==> config.mk <==
export PLATFORM = sky130hd
export DESIGN_NAME = pll_bringup_seq
export DESIGN_NICKNAME = d
export VERILOG_FILES = /design/src/rtl/pll_bringup_seq_pkg.sv /design/src/rtl/pll_bringup_seq_sync2.sv /design/src/rtl/pll_bringup_seq.sv
export SDC_FILE = /design/constraint.sdc
export NUM_CORES = 1
export LEC_CHECK = 0
export CAP_MARGIN = 20
export CORE_MARGIN = 3
export CORE_UTILIZATION = 32
export CTS_CLUSTER_SIZE = 16
export DETAILED_ROUTE_END_ITERATION = 7
export GPL_TIMING_DRIVEN = 0
export PLACE_DENSITY = 0.6
export SLEW_MARGIN = 20
export SYNTH_ARGS = -nofsm -noshare
export SYNTH_HDL_FRONTEND = slang
export SYNTH_SLANG_ARGS = --single-unit
==> constraint.sdc <==
create_clock -name clk -period 2.82 [get_ports clk]
set_clock_uncertainty 0.1 [all_clocks]
set_input_delay 0.705 -clock clk [delete_from_list [all_inputs] [get_ports clk]]
set_output_delay 0.705 -clock clk [all_outputs]
set_load 0.05 [all_outputs]
==> src/rtl/pll_bringup_seq_pkg.sv <==
`default_nettype none
// +----------------------------------------------------------------------+
// | pll_seq_pkg                                                          |
// | State encoding and default timing for the PLL bring-up sequencer.    |
// | Rev 1.0                                                              |
// +----------------------------------------------------------------------+
package pll_seq_pkg;

  typedef enum logic [2:0] {
    ST_IDLE       = 3'd0,
    ST_START_WAIT = 3'd1,
    ST_PROGRAM    = 3'd2,
    ST_PROG_WAIT  = 3'd3,
    ST_SETTLE     = 3'd4,
    ST_LOCK_CHECK = 3'd5,
    ST_RUN        = 3'd6,
    ST_FAULT      = 3'd7
  } seq_state_t;

  localparam int unsigned c_start_delay   = 1024;
  localparam int unsigned c_ack_timeout   = 16;
  localparam int unsigned c_prog_timeout  = 2048;
  localparam int unsigned c_settle_cycles = 65536;
  localparam int unsigned c_lock_stable   = 1024;
  localparam int unsigned c_max_retries   = 3;
  localparam int unsigned c_cnt_w         = 17;

  function automatic logic [1:0] sat_inc2(input logic [1:0] val, input logic [1:0] lim);
    return (val >= lim) ? val : val + 2'd1;
  endfunction

endpackage
`default_nettype wire

==> src/rtl/pll_bringup_seq_sync2.sv <==
`default_nettype none
// +----------------------------------------------------------------------+
// | sync2                                                                |
// | Two-flop synchroniser for asynchronous board pins.                   |
// | Rev 1.0                                                              |
// +----------------------------------------------------------------------+
module sync2 #(
  parameter int WIDTH = 1
) (
  input  logic             clk,
  input  logic             reset,
  input  logic [WIDTH-1:0] d,
  output logic [WIDTH-1:0] q
);

  logic [WIDTH-1:0] r_meta;

  always_ff @(posedge clk) begin
    if (reset) begin
      r_meta <= '0;
      q      <= '0;
    end else begin
      r_meta <= d;
      q      <= r_meta;
    end
  end

endmodule
`default_nettype wire

==> src/rtl/pll_bringup_seq.sv <==
`default_nettype none
// +----------------------------------------------------------------------+
// | pll_bringup_seq                                                      |
// | Programs the clock synthesiser, waits for stable lock, releases DSP. |
// | Rev 1.0                                                              |
// +----------------------------------------------------------------------+
module pll_bringup_seq
  import pll_seq_pkg::*;
#(
  parameter int unsigned START_DELAY   = c_start_delay,
  parameter int unsigned ACK_TIMEOUT   = c_ack_timeout,
  parameter int unsigned PROG_TIMEOUT  = c_prog_timeout,
  parameter int unsigned SETTLE_CYCLES = c_settle_cycles,
  parameter int unsigned LOCK_STABLE   = c_lock_stable,
  parameter int unsigned MAX_RETRIES   = c_max_retries,
  parameter int unsigned CNT_W         = c_cnt_w
) (
  input  logic       clk,
  input  logic       reset,
  input  logic       enable,
  output logic       prog_send,
  input  logic       prog_active,
  input  logic       pll_lock,
  output logic       dsp_reset_n,
  output logic       clk_good,
  output logic       fault,
  output logic [1:0] retry_count,
  output logic [2:0] state
);

  localparam logic [CNT_W-1:0] c_start_last  = CNT_W'(START_DELAY - 1);
  localparam logic [CNT_W-1:0] c_ack_last    = CNT_W'(ACK_TIMEOUT - 1);
  localparam logic [CNT_W-1:0] c_prog_last   = CNT_W'(PROG_TIMEOUT - 1);
  localparam logic [CNT_W-1:0] c_settle_last = CNT_W'(SETTLE_CYCLES - 1);
  localparam logic [CNT_W-1:0] c_stable_last = CNT_W'(LOCK_STABLE - 1);
  localparam logic [CNT_W-1:0] c_dwell_last  = CNT_W'(4 * LOCK_STABLE - 1);
  localparam logic [CNT_W-1:0] c_one         = CNT_W'(1);
  localparam logic [1:0]       c_max_retry   = 2'(MAX_RETRIES);

  seq_state_t       r_state;
  logic [CNT_W-1:0] r_timer;
  logic [CNT_W-1:0] r_stable;
  logic [1:0]       r_retry;
  logic             w_lock_s;
  logic             w_lock_ok;
  logic             w_fail;
  logic [1:0]       w_retry_next;

  sync2 #(.WIDTH(1)) u_lock_sync (
    .clk   (clk),
    .reset (reset),
    .d     (pll_lock),
    .q     (w_lock_s)
  );

  // This cycle completes the required run of consecutive locked samples.
  assign w_lock_ok    = w_lock_s && (r_stable == c_stable_last);
  assign w_retry_next = sat_inc2(r_retry, c_max_retry);

  always_comb begin
    w_fail = 1'b0;
    case (r_state)
      ST_PROGRAM:    w_fail = !prog_active && (r_timer == c_ack_last);
      ST_PROG_WAIT:  w_fail = prog_active && (r_timer == c_prog_last);
      ST_LOCK_CHECK: w_fail = !w_lock_ok && (r_timer == c_dwell_last);
      ST_RUN:        w_fail = !w_lock_s;
      default:       w_fail = 1'b0;
    endcase
  end

  always_ff @(posedge clk) begin
    if (reset) begin
      r_state     <= ST_IDLE;
      r_timer     <= '0;
      r_stable    <= '0;
      r_retry     <= '0;
      prog_send   <= 1'b0;
      dsp_reset_n <= 1'b0;
      clk_good    <= 1'b0;
      fault       <= 1'b0;
    end else begin
      prog_send <= 1'b0;
      r_timer   <= r_timer + c_one;
      if (r_state != ST_FAULT && !enable) begin
        r_state     <= ST_IDLE;
        r_timer     <= '0;
        dsp_reset_n <= 1'b0;
        clk_good    <= 1'b0;
      end else if (w_fail) begin
        // The failing attempt is absorbed here rather than in its own state.
        r_retry     <= w_retry_next;
        r_timer     <= '0;
        dsp_reset_n <= 1'b0;
        clk_good    <= 1'b0;
        if (w_retry_next >= c_max_retry) begin
          r_state <= ST_FAULT;
          fault   <= 1'b1;
        end else begin
          r_state <= ST_START_WAIT;
        end
      end else begin
        case (r_state)
          ST_IDLE: begin
            r_state <= ST_START_WAIT;
            r_timer <= '0;
          end
          ST_START_WAIT: begin
            if (r_timer == c_start_last) begin
              r_state   <= ST_PROGRAM;
              r_timer   <= '0;
              prog_send <= 1'b1;
            end
          end
          ST_PROGRAM: begin
            if (prog_active) begin
              r_state <= ST_PROG_WAIT;
              r_timer <= '0;
            end
          end
          ST_PROG_WAIT: begin
            if (!prog_active) begin
              r_state <= ST_SETTLE;
              r_timer <= '0;
            end
          end
          ST_SETTLE: begin
            if (r_timer == c_settle_last) begin
              r_state  <= ST_LOCK_CHECK;
              r_timer  <= '0;
              r_stable <= '0;
            end
          end
          ST_LOCK_CHECK: begin
            if (w_lock_ok) begin
              r_state     <= ST_RUN;
              r_timer     <= '0;
              clk_good    <= 1'b1;
              dsp_reset_n <= 1'b1;
            end else begin
              r_stable <= w_lock_s ? (r_stable + c_one) : '0;
            end
          end
          ST_RUN:   r_state <= ST_RUN;
          ST_FAULT: r_state <= ST_FAULT;
          default:  r_state <= ST_IDLE;
        endcase
      end
    end
  end

  assign retry_count = r_retry;
  assign state       = r_state;

endmodule
`default_nettype wire

==> metrics <==
status finished clean; overflow left after global routing 0; CP startpoint kind flip-flop; Rel. slew slack 56.83%; fillers 782; Ys Warns 0; critical path data arrival time 2.90 ns; fin crit period 2.769 ns; Starting Density 33.17%; Final setup viols 0; Synth Area in XOR/XNOR 5.070%; Clk pwr share 42.1%; root buf cell clkbuf_8; CTS Buffer Depth 2; # DRC 0; Pwr Density 390.1 nW/um^2; DP Wirelength 4163 microns; # rows 31; crit end category flip-flop; CP Cell Sequence ha_4 > nand3_4 > nor4_4 > nand3_1 > inv_2 > ha_4 > nor2_2 > nand3b_1 > a31oi_2 > nand3_2 > buf_6 > or4_4 > a21oi_2; max-cap check violation count 0; Yosys reg bits 44; Post-CTS Hold Fix Bufs 0; drt first-iter violations 121; internal power 0.8987 mW; Distinct cells, synth 46; Sw Share 21.42%; Compound-Gate Fraction of Synth Area 15.78%; VDD IR max 0.1619 mV; final period utilization 98.18%; first-pass GRT wire length 9915 microns; first-pass detailed-route iteration total 4; Fin. Hold Viols 0; mapped cell area 2419 sq um; ys async rst share 0%; Via Count 2257; Die ar. 8637 sq um; Vias/cell 5.177; WS Path Type flip-flop to flip-flop; fmax 361.2 MHz; GPL Wtd Cong 0.8087; Routed Antenna Nets 0; IO Count 14; Required @ worst endpoint 2.95 ns; cell taking the most area after synthesis dfxtp_1; crit-path max FO 8; worst-margin pin slew 0.6416 ns; RSZ-0062 raised after global routing yes; clock transition at the registers of the reported paths 0.08 ns; Yosys top cell area share 36.42%; Final #Nets 345; CTS tree done; core footprint 7292 sq um; Lkg Pwr 1.002 nW; initial antenna violation count 0; Worst Hold Class flip-flop to flip-flop; area added between synthesis and finish 21.21%; Primary FF master, synth dfxtp_1; Tot GR Track Use 14.02%; Synthesized Nets 316; Avg Synthesized Cell Area 7.878 sq um; max incr delay on CP 0.41 ns; Num CTS Buffers 5; routed wire length 5912 microns; Psw 0.2450 mW; Synth Area in Adders 2.069%; vias in the first global route 2120; combinational group share of total power 3.4%; Synth Area in Simple Gates 35.59%; die height 92.94 microns; CP max-delay cell or4_4; ANT cells 0; sequential fraction of design power 54.5%; share of cells above drive strength 1 14.84%; clock sink count 44; largest family of logic cells by synthesized area simple AND/OR/NAND/NOR gates; register area share after synthesis 36.42%; largest net degree at the start of global routing 14; largest cells by area after synthesis dfxtp_1 36%, nor2_1 7.3%, a21oi_1 5.2%, nand4b_1 3.3%, xor2_1 3.3%; Critical Path Most Common Cell ha_4; Max Slew Vio Count 0; CTS H-tree depth 2; Post-synth EDFFs 0; worst hold slack 0.3418 ns; WL/cell 13.56 microns; Die Wd 92.94 microns; Tot Pwr 1.144 mW; multiplexer share of the synthesized area 0.4139%; Clock Latency Late Sink 0.30 ns; number of I/O port buffers 12; Syn Inst Count 307
## power groups by stage
stage / clock network [mW] / registers, mW / logic (mW)
2_1_floorplan: 0 / 0.641 / 0.0212
3_3_place_gp: 0 / 0.639 / 0.0377
3_5_place_dp: 0 / 0.639 / 0.0380
4_1_cts: 0.496 / 0.623 / 0.0384
5_1_grt: 0.518 / 0.624 / 0.0432
6_report: 0.481 / 0.623 / 0.0391
## sequential cells by signal, indices dropped and copies added, names as in the netlist
| register | cells |
|---|---|
| prog_send | 1 |
| u_lock_sync.q | 1 |
| clk_good | 1 |
| retry_count | 2 |
| r_timer | 17 |
| state | 3 |
| u_lock_sync.r_meta | 1 |
| fault | 1 |
| r_stable | 17 |
## synth_stat cells (2+ instances only)
cell	n
or3_1	4
nand2_1	19
ha_1	4
a31oi_1	6
o21ai_1	14
nand4b_1	9
dfxtp_1	44
a21oi_1	25
xor2_1	9
o21ai_0	9
xnor2_1	5
nor4_1	6
nor3_1	4
buf_2	3
nand2b_1	5
nand3_2	2
and2_1	3
nand3b_1	2
nor2_1	47
and3_1	9
clkbuf_1	11
nor4b_1	2
nand4_1	6
nand4_2	2
o22ai_1	3
nand3_1	15
or4_1	7
inv_1	10
nor2b_1	5
## cells by family (layout without fill, tap and decap cells)
kind of cell               after synthesis  count (layout)
and+or+nand+nor                        153             153
xor gates and xnor gates                14              14
muxes                                    1               1
buffers and inverters                   26              56
DFF                                     44              44
AOI/OAI and AO/OA                       65              65
adders and majority gates                4               4
## layout make-up
type / count / area [sq um] / share of cell area [%]
clock inverter: 2 / 35.03 / 1.195
tap: 99 / 123.9 / 4.225
sequential: 44 / 889.6 / 30.35
inverter: 10 / 37.54 / 1.280
timing repair buffer: 24 / 210.2 / 7.170
multi-input combinational: 237 / 1496 / 51.05
buffer: 14 / 66.31 / 2.262
clock buffer: 6 / 72.57 / 2.475
## routing by layer
layer	global-route usage, %	routed length [microns]	up-vias
met1	18.38	2766	1063
met2	23.40	2908	32
met3	2.843	166	6
met5	0	0	-
li1	-	-	1156
met4	3.663	70	0
## through the flow
step | std cells | cell area [sq um] | worst slack [ns] | setup TNS, ns | util (%)
floorplan | 307 | 2419 | 0.01336 | 0 | -
global placement | 418 | 2663 | -0.4395 | -7.528 | 36.51
detailed placement | 418 | 2663 | -0.4277 | -7.482 | 36.51
CTS | 431 | 2838 | 0.0006368 | 0 | 38.92
global route | 436 | 2932 | -0.09003 | -0.3363 | 40.20
finish | 436 | 2932 | 0.05141 | 0 | 40.20
## critical path, delay by kind of cell, from the launching register on
kind            cells  cell delay, ns
flops               1            0.36
compound gates      2            0.31
simple gates        7            1.35
buf+inv             2            0.28
fa+ha+maj           2            0.29
## what timing repair did
action                                  in CTS  in global routing
endpoints found under the setup margin      27                 27
gates resized for setup                      9                 13
hold endpoints to repair                     0                  0
pin swaps                                    4                  8
setup buffers                                5                  7
## path summary, 6_finish.rpt
kind	from	endpoint	slack, ns	cells past startpoint
setup / recovery	r_timer[0]	r_stable[10]	0.05	13
hold / removal	r_timer[0]	r_timer[0]	0.34	1
setup reg to reg	r_timer[0]	r_stable[10]	0.05	13
hold reg to reg	r_timer[0]	r_timer[0]	0.34	1
## cell usage in the layout (no fill, tap or decap), drive strengths merged, types with 6 or more instances in the layout
cell type,Yosys,routed
nand4,8,8
buf,5,16
nand2,19,19
a21oi,25,25
o21ai,23,23
nor4,7,7
nor2,47,47
nand4b,9,9
clkdlybuf4s50,0,12
clkbuf,11,16
nand3,17,17
and3,9,9
a31oi,6,6
or4,7,7
inv,10,10
dfxtp,44,44
xor2,9,9
Note: power is estimated with default switching activity, not from simulation.
